**config.mk**
```make
export PLATFORM = sky130hd
export DESIGN_NAME = rgb_led_fader_flat
export DESIGN_NICKNAME = d
export VERILOG_FILES = /design/src/rtl/rgb_led_fader_if.sv /design/src/rtl/rgb_led_fader.sv /design/src/flat_wrapper.sv
export SDC_FILE = /design/constraint.sdc
export NUM_CORES = 1
export LEC_CHECK = 0
export BUFFER_PORTS_ARGS = -buffer_cell sky130_fd_sc_hd__buf_2
export CORE_MARGIN = 2
export CORE_UTILIZATION = 65
export CTS_BUF_LIST = sky130_fd_sc_hd__clkbuf_8 sky130_fd_sc_hd__clkbuf_16
export CTS_CLUSTER_DIAMETER = 60
export DETAILED_ROUTE_END_ITERATION = 8
export MAX_ROUTING_LAYER = met4
export PLACE_DENSITY = 0.81
export SYNTH_ARGS = -nofsm -noshare
export SYNTH_HDL_FRONTEND = slang
export SYNTH_SLANG_ARGS = --single-unit
```
**constraint.sdc**
```tcl
create_clock -name CLK -period 4.9 [get_ports CLK]
set_input_delay 0.735 -clock CLK [delete_from_list [all_inputs] [get_ports CLK]]
set_output_delay 0.735 -clock CLK [all_outputs]
set_load 0.005 [all_outputs]
```
**src/rtl/rgb_led_fader_if.sv**
```systemverilog
// Interface between the LED pattern decoder and the RGB PWM fader.
// The master side drives the pattern and brightness; the slave side drives the pins.
interface rgb_led_fader_if #(
    parameter int PWM_BITS = 8
);
    logic [2:0]          LED_IN;
    logic [PWM_BITS-1:0] BRIGHT;
    logic                FADE_EN;
    logic [2:0]          LED_OUT;
    logic                BUSY;

    modport master (
        output LED_IN, BRIGHT, FADE_EN,
        input  LED_OUT, BUSY
    );

    modport slave (
        input  LED_IN, BRIGHT, FADE_EN,
        output LED_OUT, BUSY
    );
endinterface

```
**src/rtl/rgb_led_fader.sv**
```systemverilog
// Per-channel PWM driver for the RGB pins with optional linear fade between on/off levels.
// Channel index c maps to LED_IN[c]: 2=R, 1=G, 0=B; all pin-side signals are active-low.
module rgb_led_fader #(
    parameter int PWM_BITS = 8,
    parameter int STEP_DIV = 4096
) (
    input logic            CLK,
    input logic            RST_N,
    rgb_led_fader_if.slave bus
);
    localparam int                  STEP_W    = (STEP_DIV > 1) ? $clog2(STEP_DIV) : 1;
    localparam logic [STEP_W-1:0]   STEP_LAST = STEP_W'(STEP_DIV - 1);
    // Wrapping at 2^N-2 lets the all-ones level stay lit through the whole period.
    localparam logic [PWM_BITS-1:0] PWM_TOP   = {{(PWM_BITS-1){1'b1}}, 1'b0};

    typedef enum logic [1:0] {
        IDLE,
        RISE,
        FALL
    } ch_state_e;

    logic [2:0]          in_q;
    logic [PWM_BITS-1:0] pwm_cnt_q, pwm_cnt_d;
    logic [STEP_W-1:0]   step_cnt_q, step_cnt_d;
    logic [PWM_BITS-1:0] lvl_q [3];
    logic [PWM_BITS-1:0] lvl_d [3];
    logic [PWM_BITS-1:0] tgt   [3];
    ch_state_e           state [3];
    logic [2:0]          led_out_q, led_out_d;
    logic                busy_q, busy_d;
    logic                step_tick;

    // Next-state and output logic; every channel compares against its pre-update level.
    always_comb begin
        // NOTE: every signal gets a default before any branch so no latch can be inferred.
        pwm_cnt_d  = (pwm_cnt_q == PWM_TOP) ? '0 : pwm_cnt_q + 1'b1;
        step_tick  = (step_cnt_q == STEP_LAST);
        step_cnt_d = step_tick ? '0 : step_cnt_q + 1'b1;
        led_out_d  = 3'b111;
        busy_d     = 1'b0;
        for (int c = 0; c < 3; c++) begin
            tgt[c]   = in_q[c] ? '0 : bus.BRIGHT;
            lvl_d[c] = lvl_q[c];
            if (lvl_q[c] == tgt[c])     state[c] = IDLE;
            else if (lvl_q[c] < tgt[c]) state[c] = RISE;
            else                        state[c] = FALL;

            if (!bus.FADE_EN) begin
                lvl_d[c] = tgt[c];
            end else if (step_tick) begin
                unique case (state[c])
                    RISE:    lvl_d[c] = lvl_q[c] + 1'b1;
                    FALL:    lvl_d[c] = lvl_q[c] - 1'b1;
                    default: lvl_d[c] = lvl_q[c];
                endcase
            end

            led_out_d[c] = ~(pwm_cnt_q < lvl_q[c]);
            busy_d       = busy_d | (state[c] != IDLE);
        end
    end

    // NOTE: state registers use non-blocking assignments so all updates see pre-edge values.
    always_ff @(posedge CLK) begin
        if (!RST_N) begin
            in_q       <= 3'b111;
            pwm_cnt_q  <= '0;
            step_cnt_q <= '0;
            led_out_q  <= 3'b111;
            busy_q     <= 1'b0;
            // NOTE: the level array is tiny and must restart dark, so it is reset like any register.
            for (int c = 0; c < 3; c++) lvl_q[c] <= '0;
        end else begin
            in_q       <= bus.LED_IN;
            pwm_cnt_q  <= pwm_cnt_d;
            step_cnt_q <= step_cnt_d;
            led_out_q  <= led_out_d;
            busy_q     <= busy_d;
            for (int c = 0; c < 3; c++) lvl_q[c] <= lvl_d[c];
        end
    end

    assign bus.LED_OUT = led_out_q;
    assign bus.BUSY    = busy_q;
endmodule

```
**src/flat_wrapper.sv**
```systemverilog
// flat-port wrapper written by rule: the top's interface ports become plain ports
module rgb_led_fader_flat 
#(
    parameter int PWM_BITS = 8,
    parameter int STEP_DIV = 4096
)
  (CLK, RST_N, bus_LED_IN, bus_BRIGHT, bus_FADE_EN, bus_LED_OUT, bus_BUSY);
  rgb_led_fader_if #(.PWM_BITS(PWM_BITS)) bus_i ();
  input logic CLK;
  input logic RST_N;
  input wire logic [$bits(bus_i.LED_IN)-1:0] bus_LED_IN;
  input wire logic [$bits(bus_i.BRIGHT)-1:0] bus_BRIGHT;
  input wire logic [$bits(bus_i.FADE_EN)-1:0] bus_FADE_EN;
  output wire logic [$bits(bus_i.LED_OUT)-1:0] bus_LED_OUT;
  output wire logic [$bits(bus_i.BUSY)-1:0] bus_BUSY;
  assign bus_i.LED_IN = bus_LED_IN;
  assign bus_i.BRIGHT = bus_BRIGHT;
  assign bus_i.FADE_EN = bus_FADE_EN;
  assign bus_LED_OUT = bus_i.LED_OUT;
  assign bus_BUSY = bus_i.BUSY;
  rgb_led_fader #(.PWM_BITS(PWM_BITS), .STEP_DIV(STEP_DIV)) u_core (.CLK(CLK), .RST_N(RST_N), .bus(bus_i));
endmodule
```
==> impl_metrics.csv <==
group,metric,value,unit
route,ant_nets,0,
yosys,avgSynthCellArea,8.12,µm²
route,totalWireLength,9680,µm
yosys,synth_area_leader_cell,"dfxtp_1",
grt,gr-total-overflow,0,
floorplanning,initial_core_util,68.3,%
route,vias,3655,
yosys,synth_edf_count,0,
yosys,ys_seq_area_share,24.8,%
layout,drive_above_1_share,6.88,%
timing,clock.fmax,260,MHz
clock_network,clockBufferDepth,2,
timing,fin_skew,9.91,ps
run,drv_cap,0,
worst_hold_path,whs_path_depth,1,
clock_network,clockRootBuffer,"clkbuf_8",
yosys,async_reset_ff_share,0,%
timing,slew_viol_final,0,
grt,first_global_vias,3626,
outcome,status,"completed",
worst_setup_path,required,5100,ps
layout,diodes,0,
timing,final.setup.tns,0,ps
place,detailed_place_hpwl,7460,µm
timing,setup_viol,0,
pwr,ir_drop,0.145,mV
clock_network,numCtsBuffers,5,
floorplanning,ioPinCount,18,
timing,worstMarginPinSlew,656,ps
grt,grt_pass1_wl,16600,µm
floorplanning,dieArea,6980,µm²
yosys,yosys-top-cells-area,"dfxtp_1 (25%), ha_1 (21%), nor2_1 (5.2%)",
clock_network,cts_num_sinks,51,
clock_network,ctsResizeCount,0,
pwr,power_density,246,nW/µm²
route,drt_first_pass_iters,5,
yosys,ys.flop_type,"dfxtp_1",
layout,fin_nets,608,
worst_setup_path,r2r_slack,1060,ps
grt,grt_max_degree,31,
clock_network,cts_tree,"yes",
clock_network,cts_setup_buffers,0,
worst_hold_path,worstHoldStart,"u_core.pwm_cnt_q[0]",
worst_setup_path,cp_max_fo,9,
yosys,yosysTopAreaCellShare,24.8,%
worst_setup_path,end_kind,"register",
clock_network,cts.clk_slew.worst_paths,110,ps
yosys,ys_top_cells_by_count,"ha_1 (69), nor2_1 (57), dfxtp_1 (51)",
worst_setup_path,ff2ff_path_depth,15,
timing,rsz0062_at_grt,"false",
timing,slew_headroom,56.0,%
clock_network,cts_htree_levels,2,
yosys,syn_area,4120,µm²
yosys,synth_nets,593,
timing,fin_crit,3840,ps
timing,finalHoldViolCount,0,
grt,grt_usage,29.7,%
floorplanning,core_area,6030,µm²
floorplanning,die_x,83.6,µm
route,via_per_inst,6.11,
route,detail_route.iter0.violations,215,
floorplanning,fp-row-count,28,
worst_setup_path,r2r-start,"u_core.in_q[0]",
worst_setup_path,crit_arrival,4040,ps
route,wl_per_cell,16.2,µm
timing,hold_slack,474,ps
pwr,p_leak,0.00186,µW
place,io_buffers,17,
worst_setup_path,critical_path_class,"register to register",
route,drc,0,
yosys,yosysMostFrequentCell,"ha_1",
clock_network,cts_hold_buffers,0,
worst_hold_path,whs_endpoint,"u_core.pwm_cnt_q[0]",
worst_setup_path,cp-start-kind,"register",
grt,antenna_found_initial,0,
worst_setup_path,r2r_end,"u_core.lvl_q[0][6]",
place,gp_congestion,0.893,
yosys,yosys_register_bits,51,
yosys,yosys_warnings,0,
floorplanning,die_y,83.6,µm
yosys,synth_cells,507,
timing,post-route-period-util,78.4,%
layout,area_delta_synth_final,5.66,%
clock_network,clkLatencyLatePin,320,ps
yosys,synth.distinct_cells,49,
worst_hold_path,min_path_type,"register to register",
## area by class of cell
type	instances	area [µm²]
Multi-Input combinational cell	413	2930
Fill cell	522	1680
Sequential cell	51	1020
Inverter	34	128
Tap cell	75	93.8
Timing Repair Buffer	17	85.1
Clock buffer	5	68.8
Clock inverter	3	26.3
## per-stage QoR
stage               area (µm²)  std cells  setup slack (ps)  utilization, %  power [µW]
floorplan                 4120        507              1400               -         719
global placement          4250        590               865            70.6         786
detailed placement        4250        590               810            70.6         799
CTS                       4350        598              1130            72.2        1070
global route              4350        598               672            72.2        1140
finish                    4350        598              1060            72.2        1070
## power by group
part	switching [µW]	internal [µW]	leakage [µW]	total, µW
logic	191	150	0.00139	340
registers	22.4	433	0.000418	456
clock network	166	106	0.0000491	272
total	379	689	0.00186	1070
## kinds of logic (layout without fill, tap and decap cells)
kind of cell	after synthesis	in the layout	synth area share, %
AO/OA/AOI/OAI	124	124	19.3
buffers and inverters	43	59	4.10
XOR/XNOR	25	25	5.32
AND/OR/NAND/NOR	190	190	23.5
adder cells (fa/ha/maj)	72	72	22.4
flip-flops	51	51	24.8
multiplexers	2	2	0.486
## cells in the final DEF (no fill, tap or decap), types with 7 or more instances in the layout
cell	netlist	final
a211oi_1	11	11
a21boi_0	10	10
a21oi_1	28	28
a31oi_1	7	7
and3_1	10	10
buf_2	0	17
dfxtp_1	51	51
ha_1	69	69
inv_1	33	33
nand2_1	44	44
nand2b_1	24	24
nand3_1	11	11
nor2_1	57	57
nor2b_1	10	10
o211ai_1	7	7
o21a_1	8	8
o21ai_0	28	28
xnor2_1	17	17
xor2_1	8	8
## worst max-delay path by stage
stage | startpoint | to | depth (start not counted)
floorplan | bus_BRIGHT[1] | u_core.lvl_q[0][22] | 16
global placement | bus_BRIGHT[0] | u_core.lvl_q[0][6] | 15
detailed placement | bus_BRIGHT[0] | u_core.lvl_q[0][6] | 15
CTS | bus_BRIGHT[0] | u_core.lvl_q[0][6] | 15
global route | u_core.in_q[0] | u_core.lvl_q[0][6] | 15
finish | u_core.in_q[0] | u_core.lvl_q[0][6] | 15
## state kept, by name, summed over array words and instances (netlist names)
signal	cells
u_core.bus.BUSY	1
u_core.bus.LED_OUT	3
u_core.in_q	3
u_core.lvl_q	24
u_core.pwm_cnt_q	8
u_core.step_cnt_q	12
## per-layer routing
layer / track usage [%] / share of wire, % / up-vias
met5: - / 0 / -
met4: 8.94 / 1.2 / 0
met3: 4.25 / 4.0 / 16
met2: 47.8 / 47 / 93
met1: 38.8 / 47 / 1714
li1: - / - / 1832
## worst max-delay path, stage by stage, from the launching register on
cell and delay, ps:
dfxtp_1 480, nand2b_1 190, ha_1 250, nor2b_1 130, o211ai_1 230, nand2_1 80
a31oi_1 340, inv_1 240, ha_1 380, nor2b_1 140, o21ai_0 180, a21boi_0 160
o21a_1 210, or3_1 310, a31oi_1 290, o22ai_1 100
(Power assumes the default switching activity.)
